`src/rtl/ws2812_stream_decoder.sv`:
```
// ws2812_stream_decoder
// Receive-side WS2812 decoder: classifies high pulses by width, assembles
// 24-bit pixels (first bit in pixel[0]), counts pixels per frame and flags
// frame ends, glitches, stuck-high lines and partial pixels at the latch.
module ws2812_stream_decoder #(
    parameter int THRESH       = 25,
    parameter int MIN_HIGH     = 6,
    parameter int MAX_HIGH     = 60,
    parameter int RESET_CYCLES = 1000,
    parameter int CW           = 12
) (
    input  logic        clk,
    input  logic        reset,
    input  logic        datastream,
    output logic [23:0] pixel,
    output logic        pixel_valid,
    output logic [8:0]  pixel_index,
    output logic        frame_done,
    output logic [8:0]  frame_pixels,
    output logic        error,
    output logic [1:0]  err_type
);

    typedef enum logic [1:0] {
        SYNC = 2'd0,
        IDLE = 2'd1,
        HIGH = 2'd2,
        LOW  = 2'd3
    } state_t;

    localparam logic [CW-1:0] THRESH_C = CW'(THRESH);
    localparam logic [CW-1:0] MIN_C    = CW'(MIN_HIGH);
    localparam logic [CW-1:0] STUCK_C  = CW'(MAX_HIGH + 1);
    localparam logic [CW-1:0] RESET_C  = CW'(RESET_CYCLES);

    state_t        state;
    state_t        next_state;

    logic          ds_m;
    logic          ds_s;
    logic          ds_q;
    logic          rise;
    logic          fall;
    logic [CW-1:0] cnt;

    logic [23:0]   shreg;
    logic [4:0]    bitcnt;
    logic [8:0]    pixcnt;
    logic          pix_pend;

    logic          glitch_ev;
    logic          stuck_ev;
    logic          bit_ev;
    logic          bit_val;
    logic          frame_ev;

    assign rise = ds_s & ~ds_q;
    assign fall = ~ds_s & ds_q;

    // Two-flop synchronizer plus one delay flop for edge detection.
    always_ff @(posedge clk or negedge reset) begin
        if (!reset) begin
            ds_m <= 1'b0;
            ds_s <= 1'b0;
            ds_q <= 1'b0;
        end else begin
            ds_m <= datastream;
            ds_s <= ds_m;
            ds_q <= ds_s;
        end
    end

    // Width counter: the edge cycle itself is the first cycle of the new
    // level, so it loads 1 and the value seen at the opposite edge equals
    // the number of cycles the level lasted. Saturates at all-ones.
    always_ff @(posedge clk or negedge reset) begin
        if (!reset) begin
            cnt <= '0;
        end else if (rise || fall) begin
            cnt <= CW'(1);
        end else if (cnt != {CW{1'b1}}) begin
            cnt <= cnt + CW'(1);
        end
    end

    // State register.
    always_ff @(posedge clk or negedge reset) begin
        if (!reset) begin
            state <= SYNC;
        end else begin
            state <= next_state;
        end
    end

    // Next-state logic and single-cycle decode events.
    always_comb begin
        next_state = state;
        glitch_ev  = 1'b0;
        stuck_ev   = 1'b0;
        bit_ev     = 1'b0;
        bit_val    = 1'b0;
        frame_ev   = 1'b0;
        case (state)
            SYNC: begin
                // On the fall cycle cnt still holds the high width, so it
                // must not be mistaken for a long low period.
                if (!ds_s && !fall && cnt >= RESET_C) begin
                    next_state = IDLE;
                end
            end
            IDLE: begin
                if (rise) begin
                    next_state = HIGH;
                end
            end
            HIGH: begin
                if (cnt == STUCK_C) begin
                    stuck_ev   = 1'b1;
                    next_state = SYNC;
                end else if (fall) begin
                    next_state = LOW;
                    if (cnt < MIN_C) begin
                        glitch_ev = 1'b1;
                    end else begin
                        bit_ev  = 1'b1;
                        bit_val = (cnt >= THRESH_C);
                    end
                end
            end
            LOW: begin
                if (rise) begin
                    next_state = HIGH;
                end else if (!ds_s && cnt >= RESET_C) begin
                    frame_ev   = 1'b1;
                    next_state = IDLE;
                end
            end
            default: begin
                next_state = SYNC;
            end
        endcase
    end

    // Bit assembly, pixel/frame bookkeeping and registered output pulses.
    always_ff @(posedge clk or negedge reset) begin
        if (!reset) begin
            shreg        <= '0;
            bitcnt       <= '0;
            pixcnt       <= '0;
            pix_pend     <= 1'b0;
            pixel        <= '0;
            pixel_valid  <= 1'b0;
            pixel_index  <= '0;
            frame_done   <= 1'b0;
            frame_pixels <= '0;
            error        <= 1'b0;
            err_type     <= '0;
        end else begin
            pixel_valid <= 1'b0;
            frame_done  <= 1'b0;
            error       <= 1'b0;
            pix_pend    <= bit_ev && (bitcnt == 5'd23);

            if (bit_ev) begin
                shreg  <= {bit_val, shreg[23:1]};
                bitcnt <= bitcnt + 5'd1;
            end

            // One cycle after the 24th bit lands, publish the word.
            if (pix_pend) begin
                pixel       <= shreg;
                pixel_valid <= 1'b1;
                pixel_index <= pixcnt;
                bitcnt      <= '0;
                if (pixcnt != 9'd511) begin
                    pixcnt <= pixcnt + 9'd1;
                end
            end

            if (glitch_ev) begin
                error    <= 1'b1;
                err_type <= 2'b01;
            end

            // A stuck line loses alignment, so the whole frame is dropped.
            if (stuck_ev) begin
                error    <= 1'b1;
                err_type <= 2'b10;
                shreg    <= '0;
                bitcnt   <= '0;
                pixcnt   <= '0;
            end

            if (frame_ev) begin
                frame_done   <= 1'b1;
                frame_pixels <= pixcnt;
                pixcnt       <= '0;
                bitcnt       <= '0;
                shreg        <= '0;
                if (bitcnt != 5'd0) begin
                    error    <= 1'b1;
                    err_type <= 2'b11;
                end
            end
        end
    end

endmodule

```
`config.mk`:
```
export PLATFORM = sky130hd
export DESIGN_NAME = ws2812_stream_decoder
export DESIGN_NICKNAME = d
export VERILOG_FILES = /design/src/rtl/ws2812_stream_decoder.sv
export SDC_FILE = /design/constraint.sdc
export NUM_CORES = 1
export LEC_CHECK = 0
export ABC_CLOCK_PERIOD_IN_PS = 2600
export BUFFER_PORTS_ARGS = -buffer_cell sky130_fd_sc_hd__buf_2
export CAP_MARGIN = 20
export CORE_AREA = 2 2 160 99
export DETAILED_ROUTE_END_ITERATION = 6
export DIE_AREA = 0 0 162 101
export MAX_ROUTING_LAYER = met4
export SLEW_MARGIN = 20
export SYNTH_ARGS = -nofsm -noshare
export SYNTH_HDL_FRONTEND = slang
export SYNTH_SLANG_ARGS = --single-unit
```
`constraint.sdc`:
```
create_clock -name clk -period 2.6 [get_ports clk]
set_input_delay 0.13 -clock clk [delete_from_list [all_inputs] [get_ports clk]]
set_output_delay 0.13 -clock clk [all_outputs]
set_load 0.1 [all_outputs]
```
# After elaboration in Yosys (flattened, before gate mapping)
# Index checks and enable logic that the tools add are counted.
dict set report totals {
  ff_bits 103
  in_bits 3
  elab_cells 100
  output_inout_bits 47
}
dict set report op_classes {
  n_bitwise 4
  mux 47
  add_sub_neg 3
  reduce_logical 16
  n_eq_ne 11
  order_cmp 3
}
# op n
set op_table {}
lappend op_table {{two-way mux 24 bit} 3}
lappend op_table {{two-way mux 9 bit} 4}
lappend op_table {{two-way mux 12 bit} 2}
lappend op_table {{two-way mux 1 bit} 23}
lappend op_table {{two-way mux 2 bit} 10}
lappend op_table {{two-way mux 5 bit} 4}
lappend op_table {{adder 12 x 1 -> 12 bit, second input constant} 1}
lappend op_table {{== test 12 x 6 -> 1 bit, second input constant} 1}
lappend op_table {{>= comparator 12 x 10 -> 1 bit, second input constant} 1}
lappend op_table {{>= comparator 12 x 5 -> 1 bit, second input constant} 1}
lappend op_table {{less-than comparator 12 x 3 -> 1 bit, second input constant} 1}
lappend op_table {{inequality test 12 bit, second input constant} 1}
lappend op_table {{adder 9 x 1 -> 9 bit, second input constant} 1}
lappend op_table {{inequality test 9 bit, second input constant} 1}
lappend op_table {{nonzero test 3 bit} 3}
lappend op_table {{one-hot mux 2 bit (4 select lines)} 1}
lappend op_table {{inequality test 3 bit, second input constant} 2}
lappend op_table {{adder 5 x 1 -> 5 bit, second input constant} 1}
lappend op_table {{== test 5 bit, second input constant} 1}
lappend op_table {{nonzero test 5 bit} 1}
lappend op_table {{== test 2 bit, second input constant} 2}
lappend op_table {{logical AND 1 bit} 4}
lappend op_table {{inequality test 2 bit, second input constant} 2}
lappend op_table {{AND reduction 4 bit} 1}
lappend op_table {{other kinds (9)} 12}

# Logic depth before layout (Yosys ltp)
dict set report depth {
  depth_word 9
  depth_mapped 9
  ltp_nobuf 8
}

# Worst setup path after synthesis
# No wires, ideal clock.
dict set report synth_path {
  path_type {register to register}
  start {reg pixcnt[0]}
  end {reg pixcnt[5]}
  t_arrival_ns 1.854
  slack_ns 0.625
  setup_time_ns 0.121
  period_less_slack_ns 1.975
  path_stages_with_launch 10
  required_ns 2.479
  path_cell_list {dfrtp_1 -> ha_1 -> and3_1 -> and3_1 -> ha_1 -> nor2b_1 -> clkbuf_1 -> nand4_1 -> xor2_1 -> nor2_1}
}
dict set report synth_via {
  elab_chain_len 5
  elab_cells_between_ends 8
  classes_between {add/sub (1); eq/ne (1); mux (4); reduce/logical (2)}
}
# item line_no
set synth_lines {}
lappend synth_lines {{start: declaration} 48} ;# logic [8:0] pixcnt;
lappend synth_lines {{start signal: assignment} 176} ;# pixcnt <= pixcnt + 9'd1;
lappend synth_lines {{adder 9 x 1 -> 9 bit} 176}
lappend synth_lines {{two-way mux 9 bit} 175} ;# if (pixcnt != 9'd511) begin
lappend synth_lines {{two-way mux 9 bit} 170} ;# if (pix_pend) begin
lappend synth_lines {{two-way mux 9 bit} 186} ;# if (stuck_ev) begin
lappend synth_lines {{two-way mux 9 bit} 194} ;# if (frame_ev) begin
# Parallel ways exist; a longest one is shown, timed or not. The select of a mux whose other input is x is not followed.
# A chain may end at the register's enable or synchronous reset.

# Worst setup path in the final report
dict set report layout_path {
  start {reg pixcnt[0]}
  end {reg pixcnt[7]}
}
# The elaborated chain is that of the path after synthesis.

==> out/summary.txt <==
Async SR Flop Fraction: 100%
Rows: 35
status: finished, final reports clean
Post-Syn Instances: 460
DRC viols: 0
Switch Pwr: 0.000756 W
share of cells above drive strength 1: 30.0%
clk buf depth: 2
most used flip-flop cell after synthesis: dfrtp_1
Layout fillers: 1447
I/O pin count: 50
Worst setup SP type: flip-flop
syn nets: 473
CP max FO: 7
Max Clk Rate: 452 MHz
Critical Path Source: pixcnt[0]$_DFFE_PN0P_
Avg Cell Area, Syn: 11.1 sq um
Hold Path Class: in -> async
Chip Height: 101 um
Slew HR: 54.5%
Port Buffers: 49
crit-path cells: ha_1 -> and3_1 -> and3_1 -> ha_1 -> nor2b_1 -> buf_4 -> nand4_1 -> xor2_1 -> nor2_1
CP Capture Point: pixcnt[7]$_DFFE_PN0P_
maximum vdd drop: 0.283 mV
CP peak stage delay: 0.44 ns
# clock sinks: 103
RSZ-0062 raised after global routing: no
footprint of the multi-input gates: 0.00235 sq mm
setup tns final: 0 ns
max_cap viols: 0
main area contributors after synthesis: dfrtp_1, mux2_2, a2bb2oi_1
Routed WL: 12000 um
R2R Path Start: pixcnt[0]$_DFFE_PN0P_
Crit-path slowest cell: dfrtp_1
antenna violations before repair: 0
Avg WL per Cell: 16.7 um
Via-to-Cell Ratio: 5.39
Reg area: 0.00258 sq mm
WHS: 0.350 ns
area of the mapped netlist: 0.00512 sq mm
switching power share of the total: 23.5%
Crit. End Element: flip-flop
Worst-path clk slew: 0.07 ns
post-placement cell count: 698
combinational power share: 4.9%
worst-margin pin slew: 0.683 ns
fin crit period: 2.21 ns
# diodes: 0
Layout area overhead: 16.4%
initial DRC count: 240
worst reg-to-reg path cell count: 9
clock network fraction of total power: 44.1%
post-CTS sizing: 0
antenna-violating nets left: 0
Worst R2R End: pixcnt[7]$_DFFE_PN0P_
post-synth cell types: 52
WP data required: 2.84 ns
top cell type's share of synthesized area: 50.3%
final cell count without fillers: 716
largest area contributor in the netlist: dfrtp_1
internal power: 0.00246 W
Final Max Tran Viols: 0
Flop pwr share: 50.9%
yosys warns: 0
critical path class: reg -> reg
area of the die: 0.0164 sq mm
register area share after synthesis: 50.3%
NumNets Final: 521
Num CTS Buffers: 9
Critical Path AT: 2.45 ns
first-pass GRT wire length: 19800 um
TritonCTS clock tree: built
clock root buffer: clkbuf_16
worst clock skew: 0.00900 ns
total grt overflow: 0
power per standard cell area: 539 mW/mm^2
H-tree levels: 3
Final Hold Vio Count: 0
total track usage: 15.7%
RePlAce Congestion: 0.785
final cycle utilization of the critical path: 85.1%
worst skew pair latency: 0.35 ns
post-synthesis register bit count: 103
Setup Viol. Count Final: 0
CORE AREA: 0.0150 sq mm
r2r setup slk: 0.39 ns
die width: 162 um
Vias: 3857
Starting Density: 34.2%
vias in the first global route: 3734
DP HPWL: 8240 um
Post-synth EDFFs: 0
drt pass-1 iters: 5
Leakage: 2.73 nW
largest net degree at the start of global routing: 50
-- registers in the layout, summed over array words and instances, names as in the netlist --
register	cells
pix_pend	1
frame_pixels	9
ds_q	1
state	2
pixel_valid	1
pixcnt	9
frame_done	1
shreg	24
cnt	12
pixel	24
pixel_index	9
err_type	2
bitcnt	5
ds_m	1
error	1
ds_s	1
-- metal layers --
layer  vias up  global-route usage (%)  wire, um
met4         0                    3.47       123
met1      1951                    23.1      6190
met2       124                    22.0      5060
met3        17                    3.54       611
met5         -                       -         0
li1       1765                       -         -
-- synth_stat cells (3+ instances only) --
cell and number:
a21oi_1 33, a2bb2oi_1 22, and3_1 9, buf_1 3, buf_2 8, buf_4 5
clkbuf_1 14, dfrtp_1 103, ha_1 10, inv_1 9, mux2_2 63, mux2i_1 9
nand2_1 35, nand2b_1 3, nand3_1 31, nand4_1 12, nor2_1 26, nor3_1 4
o2111ai_1 4, o211ai_1 3, o21ai_0 5, o31ai_1 3, xor2_1 9
-- area by class of cell --
class	instances	area share (%)
clock buffers	10	4.01
clock inverters	6	1.26
inverters	9	0.567
multi-input cells	316	39.5
flip-flops and latches	103	43.2
well taps	203	4.26
repair buffers	69	7.18
-- power by group through the flow --
stage | combinational (W) | sequential [W] | clock, W
CTS | 0.000161 | 0.00164 | 0.00145
detailed placement | 0.000158 | 0.00167 | 0
floorplan | 0.000104 | 0.00166 | 0
global placement | 0.000152 | 0.00167 | 0
global route | 0.000180 | 0.00164 | 0.00153
finish | 0.000159 | 0.00164 | 0.00142
-- critical path, delay by kind of cell, from the launching register on --
family                   cells  cell delay, ns
AND/OR/NAND/NOR              5            0.82
adder cells (fa/ha/maj)      2            0.45
flip-flops                   1            0.44
buffers and inverters        1            0.21
XOR/XNOR                     1            0.19
-- kinds of logic (layout without fill, tap and decap cells) --
kind of cell,Yosys count,in the layout,synth area share (%)
DFF,103,103,50.3
muxes,73,73,15.8
and+or+nand+nor,136,136,13.3
xor gates and xnor gates,11,11,1.88
buffers and inverters,41,94,3.86
adders and majority gates,10,10,2.44
AOI/OAI and AO/OA,86,86,12.4
-- cells in the final DEF, fill, tap and decap left out, types with 2 or more instances in the layout --
| cell | count |
|---|---|
| mux2_2 | 63 |
| dfrtp_1 | 103 |
| inv_6 | 2 |
| a211oi_1 | 2 |
| buf_4 | 17 |
| mux2i_1 | 9 |
| a2bb2oi_1 | 22 |
| ha_1 | 10 |
| a21oi_1 | 33 |
| nor2b_1 | 2 |
| o31ai_1 | 3 |
| and3_1 | 9 |
| o21ba_2 | 2 |
| nor3_1 | 4 |
| buf_12 | 2 |
| nand3_1 | 31 |
| inv_1 | 9 |
| nor3b_1 | 2 |
| o31a_1 | 2 |
| xor2_1 | 9 |
| o2111ai_1 | 4 |
| clkbuf_16 | 9 |
| nand2b_1 | 3 |
| nand4_1 | 12 |
| xnor2_1 | 2 |
| o21ai_0 | 5 |
| o211ai_1 | 3 |
| nand2_1 | 35 |
| nor2_1 | 26 |
| buf_2 | 48 |
| dlygate4sd3_1 | 2 |
| or3_1 | 2 |
-- metrics by stage --
stage / instance area, sq um / util, % / total power, W / worst slack (ns)
CTS: 5960 / 39.8 / 0.00325 / 0.409
global placement: 5630 / 37.6 / 0.00182 / 0.528
global route: 5960 / 39.8 / 0.00335 / 0.223
detailed placement: 5630 / 37.6 / 0.00183 / 0.418
finish: 5960 / 39.8 / 0.00321 / 0.387
floorplan: 5120 / - / 0.00177 / 0.625
-- timing repair --
| action | CTS | global route |
|---|---|---|
| hold buffers | 2 | 0 |
| hold endpoints to repair | 48 | 0 |
| buffers inserted | 0 | 0 |
-- worst min-delay path by stage --
stage	startpoint	end	slack [ns]	cells after the start
final	reset	cnt[4]$_DFFE_PN0P_	0.35	2
after global routing	ds_m$_DFF_PN0_	ds_s$_DFF_PN0_	0.37	0
after CTS	ds_m$_DFF_PN0_	ds_s$_DFF_PN0_	0.35	0
after detailed placement	reset	cnt[4]$_DFFE_PN0P_	0.20	1
after global placement	reset	cnt[4]$_DFFE_PN0P_	0.19	1
after floorplan	reset	bitcnt[0]$_DFFE_PN0P_	-0.17	0
(Power assumes the default switching activity.)
